$ cat config.mk
export PLATFORM = sky130hd
export DESIGN_NAME = pkt_xbar
export DESIGN_NICKNAME = d
export VERILOG_FILES = /design/src/rtl/pkt_xbar.sv
export SDC_FILE = /design/constraint.sdc
export NUM_CORES = 1
export LEC_CHECK = 0
export CAP_MARGIN = 20
export CORE_MARGIN = 10
export CORE_UTILIZATION = 40
export DETAILED_ROUTE_END_ITERATION = 16
export GPL_TIMING_DRIVEN = 0
export HOLD_SLACK_MARGIN = 0.08
export PLACE_DENSITY = 0.69
export SLEW_MARGIN = 40
export SYNTH_ARGS = -nofsm -noshare
export SYNTH_HDL_FRONTEND = slang
export SYNTH_SLANG_ARGS = --single-unit
$ cat constraint.sdc
create_clock -name clk -period 5.8 [get_ports clk]
set_input_delay 1.16 -clock clk [delete_from_list [all_inputs] [get_ports clk]]
set_output_delay 1.16 -clock clk [all_outputs]
set_load 0.02 [all_outputs]
$ cat src/rtl/pkt_xbar.sv
// pkt_xbar: 4x4 packet crossbar for the PU ring.
// Each input buffers packets in its own FIFO. Only the FIFO head competes,
// for the output named in its destination field. Each output runs its own
// round-robin arbiter. Granted heads are popped and land on the registered
// rx bus for exactly one cycle.
module pkt_xbar #(
  parameter int PKTW  = 15,
  parameter int DEPTH = 4
) (
  input  logic          clk,
  input  logic          rst,
  input  logic [PKTW:0] tx0,
  input  logic [PKTW:0] tx1,
  input  logic [PKTW:0] tx2,
  input  logic [PKTW:0] tx3,
  output logic [PKTW:0] rx0,
  output logic [PKTW:0] rx1,
  output logic [PKTW:0] rx2,
  output logic [PKTW:0] rx3,
  output logic [3:0]    ovf
);

  localparam int AW = $clog2(DEPTH);

  logic [PKTW:0] tx   [4];
  logic [PKTW:0] mem  [4][DEPTH];
  logic [AW-1:0] wptr [4];
  logic [AW-1:0] rptr [4];
  logic [AW:0]   cnt  [4];
  logic [1:0]    rr   [4];
  logic [PKTW:0] rx_p1 [4];
  logic [PKTW:0] head [4];
  logic [3:0]    req  [4];
  logic [1:0]    win  [4];
  logic [3:0]    gnt_vld;
  logic [3:0]    pop;
  logic [3:0]    push;
  logic [3:0]    drop;

  function automatic logic [1:0] dest_of(input logic [PKTW:0] p);
    return p[PKTW-1:PKTW-2];
  endfunction

  assign tx[0] = tx0;
  assign tx[1] = tx1;
  assign tx[2] = tx2;
  assign tx[3] = tx3;
  assign rx0   = rx_p1[0];
  assign rx1   = rx_p1[1];
  assign rx2   = rx_p1[2];
  assign rx3   = rx_p1[3];

  // Head entry of each FIFO and the output it requests (req[m][n]: input n wants output m)
  always_comb begin
    for (int n = 0; n < 4; n++) begin
      head[n] = mem[n][rptr[n]];
    end
    for (int m = 0; m < 4; m++) begin
      req[m] = '0;
      for (int n = 0; n < 4; n++) begin
        req[m][n] = (cnt[n] != '0) && (dest_of(head[n]) == 2'(m));
      end
    end
  end

  // Per-output round-robin: first requester at or after the pointer, with wrap
  always_comb begin
    logic [1:0] idx;
    idx     = '0;
    gnt_vld = '0;
    pop     = '0;
    for (int m = 0; m < 4; m++) begin
      win[m] = '0;
      for (int k = 0; k < 4; k++) begin
        idx = rr[m] + 2'(k);
        if (!gnt_vld[m] && req[m][idx]) begin
          gnt_vld[m] = 1'b1;
          win[m]     = idx;
        end
      end
      if (gnt_vld[m]) begin
        pop[win[m]] = 1'b1;
      end
    end
  end

  // Accept a valid packet unless the FIFO is full and is not draining this cycle
  always_comb begin
    push = '0;
    drop = '0;
    for (int n = 0; n < 4; n++) begin
      if (tx[n][PKTW]) begin
        if ((cnt[n] != (AW+1)'(DEPTH)) || pop[n]) begin
          push[n] = 1'b1;
        end else begin
          drop[n] = 1'b1;
        end
      end
    end
  end

  // FIFO pointers, occupancy and sticky overflow flags
  always_ff @(posedge clk) begin
    for (int n = 0; n < 4; n++) begin
      if (rst) begin
        wptr[n] <= '0;
        rptr[n] <= '0;
        cnt[n]  <= '0;
        ovf[n]  <= 1'b0;
      end else begin
        if (pop[n]) begin
          rptr[n] <= rptr[n] + 1'b1;
        end
        if (push[n]) begin
          wptr[n] <= wptr[n] + 1'b1;
        end
        cnt[n] <= cnt[n] + (AW+1)'(push[n]) - (AW+1)'(pop[n]);
        if (drop[n]) begin
          ovf[n] <= 1'b1;
        end
      end
    end
  end

  // FIFO storage; contents are meaningless while empty, so no reset is needed
  always_ff @(posedge clk) begin
    for (int n = 0; n < 4; n++) begin
      if (push[n] && !rst) begin
        mem[n][wptr[n]] <= tx[n];
      end
    end
  end

  // Arbiter pointers and registered outputs: winner+1 after a grant, zero bus when idle
  always_ff @(posedge clk) begin
    for (int m = 0; m < 4; m++) begin
      if (rst) begin
        rr[m]    <= '0;
        rx_p1[m] <= '0;
      end else begin
        if (gnt_vld[m]) begin
          rr[m] <= win[m] + 2'd1;
        end
        rx_p1[m] <= gnt_vld[m] ? head[win[m]] : '0;
      end
    end
  end

endmodule

# Yosys cells after proc, flatten, opt, wreduce, memory -nomap -nowiden
# Memory sizes are Yosys's and may differ from the RTL's.
# Cells that the tools add are included.
op_classes:
  magnitude_cmp: 40
  addsub: 32
  bitwise_logic: 35
  n_mux: 195
  eq_ne: 16
  n_reduce_logical: 65
ops:
  columns: ["cell", "n"]
  rows:
  - ["$mux 16", 28]
  - ["$bmux 16 s2", 8]
  - ["$mux 64", 4]
  - ["$demux 16 s2", 4]
  - ["$mux 1", 95]
  - ["$lt 2x3->1 const B", 20]
  - ["$mux 2", 28]
  - ["$logic_and 1x1->1", 40]
  - ["$ge 3x3->1 const B", 12]
  - ["$not 2->3", 12]
  - ["$add 2x1->2 const B", 16]
  - ["$bmux 1 s2", 16]
  - ["$or 1x1->1", 20]
  - ["$add 2x2->2 const B", 8]
  - ["$eq 2x2->1 const B", 8]
  - ["$mux 4", 4]
  - ["$logic_not 1->1", 13]
  - ["$add 3x1->3", 4]
  - ["$lt 3x1->1 const B", 4]
  - ["$mux 3", 4]
  - ["$ne 3x3->1 const B", 4]
  - ["$or 4x4->4", 3]
  - ["$reduce_bool 3->1", 4]
  - ["$sub 3x1->3", 4]
  - ["5 further kinds", 20]
totals:
  memories: 6
  out_inout_bits: 68
  inputBits: 66
  elab_cells: 393
  reg_bits: 4
  ramBits: 356
memory_table:
  columns: ["memory", "depth", "width", "rd", "rd_clocked_by_memory_dff", "wr", "line_no", "text"]
  rows:
  - ["mem", 4, 64, 4, 0, 4, "26", "logic [PKTW:0] mem [4][DEPTH];"]
  - ["rx_p1", 4, 16, 4, 0, 4, "31", "logic [PKTW:0] rx_p1 [4];"]
  - ["cnt", 4, 3, 4, 0, 4, "29", "logic [AW:0] cnt [4];"]
  - ["rptr", 4, 2, 4, 0, 4, "28", "logic [AW-1:0] rptr [4];"]
  - ["rr", 4, 2, 4, 0, 4, "30", "logic [1:0] rr [4];"]
  - ["wptr", 4, 2, 4, 0, 4, "27", "logic [AW-1:0] wptr [4];"]

# Depth between registers and ports, before layout
logic_depth:
  word_depth: 36
  depth_mapped: 20
  mapped_depth_nobuf: 19

# Least setup slack after synthesis
# Ideal clock, no wire load.
synth_timing:
  kind: "register -> register"
  from: "memory rptr[2][1] (netlist name)"
  to: "memory mem[2][0] (netlist name), enable pin"
  stages_incl_launch_ff: 14
  arrival_time_ns: 3.739
  period_less_slack_ns: 4.152
  setup_slack_ns: 1.648
  setup_ns: 0.413
  n_path_buf: 1
  required_time_ns: 5.387
  cell_sequence: "edfxtp_1 > buf_4 > mux2_1 > or4_1 > and2_1 > a2bb2oi_1 > o21a_1 > and2_1 > inv_1 > ha_1 > o21ai_0 > nand4_1 > o21ai_2 > nor3b_1"
synth_rtl:
  columns: ["element", "line_no"]
  rows:
  - ["start: declaration", "28"]
  - ["end: declaration", "26"]

==> results.yml <==
synth:
  postSynthAreaPerCell_um2: 13.8
  synth_fa_ha_area_frac: 0.0358
  syn_area_mm2: 0.0162
  async_reset_ff_frac: 0
  yosys-top-cells-area: "edfxtp_1 (52%), dfxtp_1 (9.9%), mux2i_1 (9.1%)"
  synth.top_cell.area_share: 0.518
  synthFlopType: "edfxtp_1"
  synthMuxAreaShare: 0.163
  ys_types: 73
  netlist_top_cells_count: "edfxtp_1 (280), mux2i_1 (148), nand2_1 (90)"
  synth_seq_cells: 360
  synth_compound_area_frac: 0.0737
  synth-seq-area-share: 0.617
  yosys.area_share.simple: 0.0757
  synth_top_family_by_area: "multiplexers"
  synth_top_cell_by_area: "edfxtp_1"
  synth_xor_area_frac: 0.00648
  synth.yosys.warnings: 0
  synthCells: 1179
  synth-edff-count: 280
  post-synth-top-count-cell: "edfxtp_1"
timing:
  rsz0062_at_grt: "false"
  skew_ns: 0.0303
  slew_headroom: 0.381
  maxSlewViolCount: 0
  final.setup.tns_ns: 0
  max_clock_freq_ghz: 0.212
  setup_viol_count_final: 0
  post-route-period-util: 0.812
  hold_viol_final: 0
  final.min_clock_period_ns: 4.71
  tightest_slew_ns: 0.919
critical_path:
  crit_arrival_ns: 5.14
  critPathMaxFanout: 11
  worst_setup_path_start_kind: "flop"
  worstRegToRegCells: 20
  critPathKind: "reg2reg"
  endpoint_kind: "flop"
  worstPathRequired_ns: 6.23
pwr:
  leakagePower_nw: 7.25
  p_per_area_mw_per_mm2: 514
  vdd_drop_max_mv: 0.250
global_routing:
  grt_pass1_wl_um: 64000
  antenna_found_initial: 0
  grt_max_degree: 17
  grt_usage: 0.168
  grt_pass1_vias: 10552
  grt-ovfl-total: 0
cts:
  clk_pin_slew_worst_paths_ns: 0.06
  cts_setup_buffers: 0
  cts_root_buf: "clkbuf_16"
  insertion_delay_ns: 0.57
  htreeDepth: 2
  ctsHoldBuffers: 0
  cts-buffers-inserted: 39
  post_cts_resized: 0
  cts.path.max_buffers: 3
  cts_tree: "yes"
  clock-sinks: 360
flow_run:
  maxCapViolations: 0
detailed_routing:
  wl_met2_um: 19700
  routed.top_layer: "met4"
  ant_nets: 0
  met1_length_um: 18500
  firstDrtPassIters: 5
  drt_iter0_drc: 773
  wl_per_cell_um: 22.1
  wl_met3_um: 2720
  via_count: 10300
  drc_errors: 0
  wl_um: 42600
  drt-vias-per-instance: 5.36
hold_path:
  hp-class: "reg2reg"
  worstHoldPathCells: 1
finish:
  multi_input_area_mm2: 0.00581
  final_layout_size_suffix_gt1_frac: 0.171
  syn_to_final_growth_pct: 20.7
  register_area_mm2: 0.0100
  antennaDiodeCount: 0
  filler_cell_count: 3427
  nNetsFinal: 1475
  final_cells: 1921
placed_design:
  dp_hpwl_um: 30900
  gp_congestion: 0.903
  port_buffers: 133
  dp.cells: 1849
die:
  dieArea_mm2: 0.0490
  core_area_mm2: 0.0399
  fp.dieW_um: 221
  initial_core_util: 0.406
  std_cell_rows: 73
  ioPinCount: 134
  die_h_um: 221
run_status:
  status: "finished clean"
[logic make-up after synthesis]
family          Yosys count
flops                   360
mux                     245
simple gates            238
compound gates          174
buf+inv                 105
fa+ha+maj                44
xor+xnor                 12
other cells               1
[routing by layer]
metal,global-route usage,vias to the layer above
met5,0,-
met4,0.0716,0
met3,0.0390,75
met2,0.268,329
met1,0.215,5091
li1,-,4805
[cells in the final DEF, fill, tap and decap left out, types with 5 or more instances in the layout]
master,synthesis,final
clkdlybuf4s50_1,0,133
inv_2,8,8
nor3_1,21,20
a22o_1,43,43
a21oi_1,8,8
xnor2_1,10,10
and3_2,0,11
clkinv_2,0,6
nor2_1,35,35
clkbuf_1,19,25
mux2_2,89,89
o21ai_0,69,53
nand4_1,7,7
ha_1,40,40
mux2i_1,148,148
nor2b_1,6,6
clkbuf_16,0,41
o22ai_1,15,15
buf_1,11,11
nand3_1,5,5
o21ai_1,1,17
o211ai_1,5,5
edfxtp_1,280,280
nand2b_1,12,12
clkbuf_8,0,5
nand2_1,90,90
dfxtp_1,80,80
buf_2,23,31
inv_1,37,37
mux4_2,6,6
and3_1,16,5
and2_1,7,7
[sequential cells by signal, summed over array words and instances, names as in the netlist]
register	count
ovf	4
rr	8
rptr	8
mem	256
wptr	8
cnt	12
rx_p1	64
[stage by stage]
step / setup slack, ns / util / cell area [um^2] / power, mW / hold slack (ns)
CTS: 1.13 / 0.490 / 19600 / 10.1 / 0.493
global placement: 0.115 / 0.456 / 18200 / 7.52 / 0.469
global route: 0.701 / 0.491 / 19600 / 10.6 / 0.526
floorplan: 1.65 / - / 16200 / 6.23 / 0.527
detailed placement: 1.16 / 0.459 / 18300 / 7.63 / 0.472
finish: 1.09 / 0.491 / 19600 / 10.1 / 0.492
[path summary, 6_finish.rpt]
check / slack [ns] / start / endpoint
worst max-delay path: 1.09 / rptr[2][1] / cnt[0][2]
worst min-delay path: 0.49 / ovf[2] / ovf[2]
worst max register to register: 1.09 / rptr[2][1] / cnt[0][2]
worst min register to register: 0.49 / ovf[2] / ovf[2]
[critical path, stage by stage (launching register included)]
cell and delay [ns]:
edfxtp_1 0.32, buf_4 0.17, mux2i_1 0.41, nand3b_1 0.13, a21oi_1 0.69, a21oi_1 0.15
nor3_1 0.26, buf_2 0.35, inv_1 0.11, ha_1 0.19, o31ai_1 0.07, and4_1 0.40
inv_2 0.08, ha_1 0.29, inv_1 0.05, ha_1 0.13, inv_1 0.05, fa_1 0.39
xor2_1 0.18, xnor2_1 0.14, nor2_1 0.05
[power by group]
group | switching [mW] | leakage, nW | internal [mW] | total, mW
combinational | 2.61 | 3.38 | 1.72 | 4.33
sequential | 0.160 | 3.24 | 3.16 | 3.32
clock | 1.01 | 0.626 | 1.42 | 2.42
[layout make-up]
type / count / share of cell area
clock buffer: 55 / 0.0578
inverter: 46 / 0.00895
multi-input combinational: 717 / 0.297
tap: 525 / 0.0335
clock inverter: 17 / 0.00684
timing repair buffer: 142 / 0.0706
sequential: 360 / 0.511
buffer: 59 / 0.0143
No activity file was read; power rests on OpenSTA's default activity.
